<file path="src/rtl/sram_snoop_capture.sv">
// Passive SRAM bus snooper: shadows a contiguous address window into a buffer,
// with atomic snapshot, dirty flags and a registered snapshot read port.
// Latency: pin to capture_strobe SETTLE+3 edges; snap_req->snap_done 1 edge;
// rd_req->rd_valid 1 edge.
// Backpressure: none. This is a passive observer; requests are always accepted.
//
// Ports:
//   clk, rstn                      system clock, async active-low reset
//   sram_data_pins/address/n_write/n_ce1   raw SRAM pins (asynchronous to clk)
//   snap_req / snap_done           copy shadow -> snapshot, completion pulse
//   rd_req / rd_index / rd_data / rd_valid   snapshot read port
//   capture_strobe / capture_index per-access acceptance pulse and index
//   dirty                          per-entry changed-since-last-snapshot flags
//   update_count                   wrapping count of accepted accesses
module sram_snoop_capture #(
  parameter int                ADDR_W     = 13,
  parameter int                DATA_W     = 8,
  parameter logic [ADDR_W-1:0] BASE_ADDR  = 13'h1148,
  parameter int                DEPTH      = 6,
  parameter int                IDX_W      = 6,
  parameter int                SETTLE     = 1,
  parameter int                WRITE_ONLY = 1,
  parameter int                CNT_W      = 16
) (
  input  logic              clk,
  input  logic              rstn,
  input  logic [DATA_W-1:0] sram_data_pins,
  input  logic [ADDR_W-1:0] sram_address,
  input  logic              sram_n_write,
  input  logic              sram_n_ce1,
  input  logic              snap_req,
  output logic              snap_done,
  input  logic              rd_req,
  input  logic [IDX_W-1:0]  rd_index,
  output logic [DATA_W-1:0] rd_data,
  output logic              rd_valid,
  output logic              capture_strobe,
  output logic [IDX_W-1:0]  capture_index,
  output logic [DEPTH-1:0]  dirty,
  output logic [CNT_W-1:0]  update_count
);

  // Window bounds computed one bit wider so BASE_ADDR+DEPTH cannot wrap.
  localparam logic [ADDR_W:0] WIN_LO = {1'b0, BASE_ADDR};
  localparam logic [ADDR_W:0] WIN_HI = WIN_LO + (ADDR_W+1)'(DEPTH);

  typedef enum logic [1:0] {
    S_IDLE     = 2'd0,
    S_SETTLING = 2'd1,
    S_DONE     = 2'd2
  } state_t;

  // ---------------------------------------------------------------------
  // Reset: asserts asynchronously, releases on clk after two flops.
  // ---------------------------------------------------------------------
  logic [1:0] rst_sync;
  logic       rst_n;

  always_ff @(posedge clk or negedge rstn) begin
    if (!rstn) rst_sync <= 2'b00;
    else       rst_sync <= {rst_sync[0], 1'b1};
  end

  assign rst_n = rst_sync[1];

  // ---------------------------------------------------------------------
  // Two-flop synchronisers on all SRAM pins.
  // ---------------------------------------------------------------------
  logic [DATA_W-1:0] data_s1, data_s2;
  logic [ADDR_W-1:0] addr_s1, addr_s2;
  logic              n_we_s1, n_we_s2;
  logic              n_ce_s1, n_ce_s2;

  always_ff @(posedge clk or negedge rst_n) begin
    if (!rst_n) begin
      data_s1 <= '0;
      data_s2 <= '0;
      addr_s1 <= '0;
      addr_s2 <= '0;
      n_we_s1 <= 1'b0;
      n_we_s2 <= 1'b0;
      n_ce_s1 <= 1'b0;
      n_ce_s2 <= 1'b0;
    end else begin
      data_s1 <= sram_data_pins;
      data_s2 <= data_s1;
      addr_s1 <= sram_address;
      addr_s2 <= addr_s1;
      n_we_s1 <= sram_n_write;
      n_we_s2 <= n_we_s1;
      n_ce_s1 <= sram_n_ce1;
      n_ce_s2 <= n_ce_s1;
    end
  end

  // ---------------------------------------------------------------------
  // Access qualification on synchronised values.
  // ---------------------------------------------------------------------
  logic [ADDR_W:0] addr_ext;
  logic            in_win;
  logic            qualify;
  logic [IDX_W-1:0] acc_idx;

  assign addr_ext = {1'b0, addr_s2};
  assign in_win   = (addr_ext >= WIN_LO) && (addr_ext < WIN_HI);
  assign qualify  = !n_ce_s2 && ((WRITE_ONLY == 0) || !n_we_s2) && in_win;
  assign acc_idx  = IDX_W'(addr_ext - WIN_LO);

  // ---------------------------------------------------------------------
  // Settle filter. stable_cnt counts the qualified stable cycles already
  // seen after the first one, so the access is accepted on qualified
  // cycle number SETTLE (counting from 0), i.e. after SETTLE+1 cycles.
  // ---------------------------------------------------------------------
  state_t            state, state_d;
  logic [ADDR_W-1:0] lat_addr, lat_addr_d;
  logic [3:0]        stable_cnt, stable_cnt_d;
  logic [3:0]        cnt_inc;
  logic              start;
  logic              accept;

  assign cnt_inc = stable_cnt + 4'd1;

  always_ff @(posedge clk or negedge rst_n) begin
    if (!rst_n) begin
      state      <= S_IDLE;
      lat_addr   <= '0;
      stable_cnt <= '0;
    end else begin
      state      <= state_d;
      lat_addr   <= lat_addr_d;
      stable_cnt <= stable_cnt_d;
    end
  end

  always_comb begin
    state_d      = state;
    lat_addr_d   = lat_addr;
    stable_cnt_d = stable_cnt;
    start        = 1'b0;
    accept       = 1'b0;

    case (state)
      S_IDLE: begin
        if (qualify) start = 1'b1;
      end
      S_SETTLING: begin
        if (!qualify) begin
          state_d = S_IDLE;
        end else if (addr_s2 != lat_addr) begin
          start = 1'b1;
        end else if (cnt_inc == 4'(SETTLE)) begin
          accept  = 1'b1;
          state_d = S_DONE;
        end else begin
          stable_cnt_d = cnt_inc;
        end
      end
      S_DONE: begin
        if (!qualify) begin
          state_d = S_IDLE;
        end else if (addr_s2 != lat_addr) begin
          start = 1'b1;
        end
      end
      default: state_d = S_IDLE;
    endcase

    // A new access (fresh qualify or address change) begins settling here;
    // with no settle requirement it is accepted immediately.
    if (start) begin
      lat_addr_d   = addr_s2;
      stable_cnt_d = '0;
      if (SETTLE == 0) begin
        accept  = 1'b1;
        state_d = S_DONE;
      end else begin
        state_d = S_SETTLING;
      end
    end
  end

  // ---------------------------------------------------------------------
  // Shadow, snapshot, dirty tracking and read port.
  // ---------------------------------------------------------------------
  logic [DATA_W-1:0] shadow   [DEPTH];
  logic [DATA_W-1:0] snapshot [DEPTH];
  logic [DATA_W-1:0] rd_sel;

  // Out-of-range indices fall through to zero.
  always_comb begin
    rd_sel = '0;
    for (int i = 0; i < DEPTH; i++) begin
      if (rd_index == IDX_W'(i)) rd_sel = snapshot[i];
    end
  end

  always_ff @(posedge clk or negedge rst_n) begin
    if (!rst_n) begin
      for (int i = 0; i < DEPTH; i++) begin
        shadow[i]   <= '0;
        snapshot[i] <= '0;
      end
      dirty          <= '0;
      capture_strobe <= 1'b0;
      capture_index  <= '0;
      update_count   <= '0;
      snap_done      <= 1'b0;
      rd_data        <= '0;
      rd_valid       <= 1'b0;
    end else begin
      capture_strobe <= accept;
      snap_done      <= snap_req;
      rd_valid       <= rd_req;

      if (rd_req) rd_data <= rd_sel;

      // Snapshot reads the shadow as it was before this edge's capture.
      if (snap_req) begin
        for (int i = 0; i < DEPTH; i++) snapshot[i] <= shadow[i];
        dirty <= '0;
      end

      if (accept) begin
        capture_index <= acc_idx;
        update_count  <= update_count + 1'b1;
      end

      // Placed after the snapshot clear so an entry captured on the
      // snapshot edge stays marked dirty.
      for (int i = 0; i < DEPTH; i++) begin
        if (accept && (acc_idx == IDX_W'(i))) begin
          shadow[i] <= data_s2;
          dirty[i]  <= 1'b1;
        end
      end
    end
  end

endmodule

</file>
<file path="config.mk">
export PLATFORM = sky130hd
export DESIGN_NAME = sram_snoop_capture
export DESIGN_NICKNAME = d
export VERILOG_FILES = /design/src/rtl/sram_snoop_capture.sv
export SDC_FILE = /design/constraint.sdc
export NUM_CORES = 1
export LEC_CHECK = 0
export ABC_AREA = 1
export BUFFER_PORTS_ARGS = -buffer_cell sky130_fd_sc_hd__buf_2
export CORE_ASPECT_RATIO = 1.75
export CORE_MARGIN = 8
export CORE_UTILIZATION = 50
export DETAILED_ROUTE_END_ITERATION = 10
export PLACE_DENSITY = 0.73
export REMOVE_ABC_BUFFERS = 1
export SLEW_MARGIN = 5
export SYNTH_ARGS = -nofsm -noshare
export SYNTH_HDL_FRONTEND = slang
export SYNTH_SLANG_ARGS = --single-unit
</file>
<file path="constraint.sdc">
create_clock -name clk -period 15.1 [get_ports clk]
set_input_delay 3.02 -clock clk [delete_from_list [all_inputs] [get_ports clk]]
set_output_delay 3.02 -clock clk [all_outputs]
set_load 0.05 [all_outputs]
</file>
==> results.txt <==
----------------------------------------------------
[Power]
  Cell leakage power ... just over 5 nW
  Switch Pwr ... approximately 0.24 mW
  Relative contribution of the clock network to total power ... 0.429
  Power per cell area ... 111.7 nW/um2
  Fraction of power spent switching nets ... 0.2255
  Power share of the combinational group ... 0.046
  Peak supply drop ... between 100 and 150 uV
  Internal power summed over all cells ... 0.8337 mW
  Sequential Power Share ... 0.525

[Timing]
  Pin slew with the least headroom to its limit ... roughly 1.1 ns
  Setup clock skew after layout ... 0.01369 ns
  Pins Over Slew Limit ... 0
  Slew headroom ... 0.2686
  Period Utilization, post-route ... 0.2839
  Sum Neg Setup Slack ... 0 ns
  Setup-failing EPs final ... 0
  Fmax ... roughly 0.23 GHz
  RSZ-0062 raised after global routing ... no
  Hold Violations, Final ... 0
  Final worst slack ... roughly 11 ns
  Min Tclk post-route ... approximately 4.3 ns

[Synthesis]
  Avg Inst Size Synth ... between 9 and 10 um2
  Cell count after synthesis ... between 900 and 1000
  Top post-synthesis cells by area ... sky130_fd_sc_hd__dfrtp_1, sky130_fd_sc_hd__nand2_1, sky130_fd_sc_hd__inv_1, sky130_fd_sc_hd__a21oi_1, sky130_fd_sc_hd__nor2_1
  Most frequently used flop master after synthesis ... sky130_fd_sc_hd__dfrtp_1
  Yosys cell types ... 36
  Combined area of all synthesized cells ... between 8000 and 9000 um2
  Post-synthesis cell type with the largest combined area ... sky130_fd_sc_hd__dfrtp_1
  Library cell with the highest instance count after synthesis ... sky130_fd_sc_hd__nand2_1
  Count of flip-flops with a built-in enable after synthesis ... 0
  Async SR Flop Fraction ... 1.000
  Top cells by count, synth ... sky130_fd_sc_hd__nand2_1, sky130_fd_sc_hd__dfrtp_1, sky130_fd_sc_hd__inv_1
  Number of flip-flops and latches in the synthesized netlist ... roughly 200
  Share of the yosys chip area belonging to registers ... 0.5955
  Synth top area share ... 0.5955
  Count of synthesis-stage warnings from yosys ... 0

[Critical path]
  Buf+Inv Stages, Crit Path ... 1
  Kind of end point of the critical path ... output pin
  Kind of cell adding the most delay to the critical path ... flip-flops
  Slowest Stage Delay on Critical Path ... between 0.4 and 0.5 ns
  Arrival @ worst endpoint ... approximately 1.3 ns
  Worst-path maximum fanout ... 6
  Critical path required time ... 12.08 ns
  Critical path class ... reg -> out
  List of cells traversed by the critical path ... buf_2
  Crit path launch type ... flip-flop
  Cell with the largest stage delay on the worst path ... sky130_fd_sc_hd__dfrtp_1

[Detailed routing]
  Total number of vias ... between 6000 and 7000
  Routed wirelength normalized by instance count ... 14.84 um
  DRT iter0 DRCs ... just under 300
  Average via count per standard cell ... between 5 and 6
  Remaining number of nets flagged by the antenna check after routing ... 0
  Aggregate routed wire length ... ~18 mm
  Detailed-route DRC error count ... 0
  Detailed Routing Iterations Pass 1 ... 5

[Clock tree]
  CTS HTree Levels ... 1
  Clock tree from TritonCTS ... built
  Master cell of the clock root buffer ... sky130_fd_sc_hd__clkbuf_16
  Clk pin slew, worst setup/hold paths ... around 0.060 ns
  Hold Buf Count CTS ... 0
  Clock Latency Late Sink ... about 0.48 ns
  Buffers inserted by post-CTS timing repair ... 0
  CTS buffer count ... 19
  Max clock buf depth ... 3
  TritonCTS sink count ... 202
  Number of cells upsized or downsized after cts ... 0

[Placement]
  Hpwl dp ... 13.02 mm
  Number of instances in the placed design ... about 1200
  Placement-stage cell area ... 9047 um2
  Placer Congestion ... approximately 0.84
  Input/output buffers ... slightly above 70
  Post-Place Worst Slack ... around 11 ns

[Cells and area]
  Count of inserted antenna diode cells ... 0
  Fraction of layout cells with a size suffix above 1 ... 0.1364
  Synth-to-layout area growth ... 13.55%
  Final instance area ... between 9000 and 10000 um2
  Layout net count ... 1044
  Fill cell count ... 1472
  Finished Layout Cells ... roughly 1200

[Run status]
  Outcome ... finished clean

[Die]
  Die H ... 188.4 um
  Effective utilization at floorplan ... 0.5056
  Full die area ... 21570 um2
  Count of boundary I/O pins ... slightly above 70
  Width of the chip ... roughly 110 um
  Area inside the core boundary ... about 17000 um2
  Cell Rows ... between 60 and 70

[Min path]
  Tightest Hold Check Type ... reg -> reg

[Global routing]
  First-pass GRT wire length ... between 30 and 40 mm
  Maximum number of pins on one net before global-route repair ... 96
  Global router's overall resource usage ... 0.1790
  Number of global-route vias before repair ... around 6400
  Number of antenna violations at the first check in global routing ... 0
  Overflow after GRT ... 0

[Run]
  Max cap viols ... 0

----------------------------------------------------
==> flip-flops by register name, summed over array words and instances (netlist names), 13 cells and up <==
register      count
shadow           48
snapshot         48
update_count     16
addr_s1          13
addr_s2          13
lat_addr         13
==> path summary, 6_finish.rpt <==
check                                start                to  slack (ns)  cells after the start
setup reg to reg                addr_s2[0]        shadow[13]       12.37                     11
hold reg to reg                 addr_s1[9]        addr_s2[9]        0.35                      0
min in group asynchronous      rst_sync[1]      snapshot[35]        0.42                      0
setup / recovery           update_count[0]   update_count[0]       10.81                      1
max in group asynchronous      rst_sync[1]  update_count[10]       12.52                      2
hold / removal                  addr_s1[9]        addr_s2[9]        0.35                      0
==> kinds of logic after synthesis <==
group / after synthesis / share of synthesized area
xor gates and xnor gates: 17 / 0.01754
and+or+nand+nor: 386 / 0.2000
other: 1 / 0.0004418
muxes: 8 / 0.01061
AOI/OAI and AO/OA: 129 / 0.08108
buffers and inverters: 178 / 0.08152
DFF: 202 / 0.5955
adders and majority gates: 9 / 0.01327
==> cell usage in the layout, fill, tap and decap left out, types with 4 or more instances in the layout <==
master | synthesis | layout
sky130_fd_sc_hd__a21oi_1 | 49 | 49
sky130_fd_sc_hd__buf_2 | 7 | 71
sky130_fd_sc_hd__buf_4 | 0 | 4
sky130_fd_sc_hd__clkbuf_1 | 13 | 4
sky130_fd_sc_hd__clkbuf_16 | 0 | 19
sky130_fd_sc_hd__dfrtp_1 | 202 | 201
sky130_fd_sc_hd__ha_1 | 9 | 9
sky130_fd_sc_hd__inv_1 | 149 | 149
sky130_fd_sc_hd__inv_2 | 5 | 5
sky130_fd_sc_hd__mux2_2 | 8 | 8
sky130_fd_sc_hd__nand2_1 | 230 | 230
sky130_fd_sc_hd__nand3_1 | 34 | 34
sky130_fd_sc_hd__nand3b_1 | 4 | 4
sky130_fd_sc_hd__nand4_1 | 29 | 29
sky130_fd_sc_hd__nor2_1 | 60 | 60
sky130_fd_sc_hd__nor3_1 | 9 | 9
sky130_fd_sc_hd__o21ai_0 | 39 | 39
sky130_fd_sc_hd__o21ai_1 | 24 | 24
sky130_fd_sc_hd__o21ai_2 | 8 | 8
sky130_fd_sc_hd__o22ai_1 | 8 | 8
sky130_fd_sc_hd__xnor2_1 | 12 | 12
sky130_fd_sc_hd__xor2_1 | 5 | 5
==> power by group through the flow <==
| stage | registers [mW] | clock network (mW) | logic (mW) |
|---|---|---|---|
| 6_report | 0.565 | 0.462 | 0.0497 |
| 5_1_grt | 0.566 | 0.494 | 0.0570 |
| 4_1_cts | 0.565 | 0.474 | 0.0506 |
| 3_5_place_dp | 0.575 | 0 | 0.0504 |
| 3_3_place_gp | 0.575 | 0 | 0.0491 |
| 2_1_floorplan | 0.579 | 0 | 0.0238 |
==> final cells by class <==
cell class,count,area [um2],area share
flip-flops and latches,202,5059,0.5249
multi-input cells,550,2741,0.2844
inverters,154,578.1,0.05998
clock buffers,23,490.5,0.05089
repair buffers,75,385.4,0.03998
well taps,227,284.0,0.02947
clock inverters,8,100.1,0.01039
==> per-stage QoR <==
step                utilization  hold slack (ns)  power (mW)
finish                   0.5740           0.3476       1.076
global route             0.5740           0.3531       1.117
CTS                      0.5740           0.3501       1.090
detailed placement       0.5389           0.3347      0.6258
global placement         0.5389           0.3313      0.6240
floorplan                     -           0.3312      0.6029
==> per-layer routing <==
| metal | global-route usage | up-vias | share of wire |
|---|---|---|---|
| met1 | 0.1840 | 2947 | 0.36 |
| met2 | 0.3405 | 137 | 0.56 |
| li1 | - | 3065 | - |
| met5 | 0 | - | 0 |
| met4 | 0.08552 | 0 | 0.044 |
| met3 | 0.02500 | 48 | 0.035 |
(Power assumes the default switching activity.)
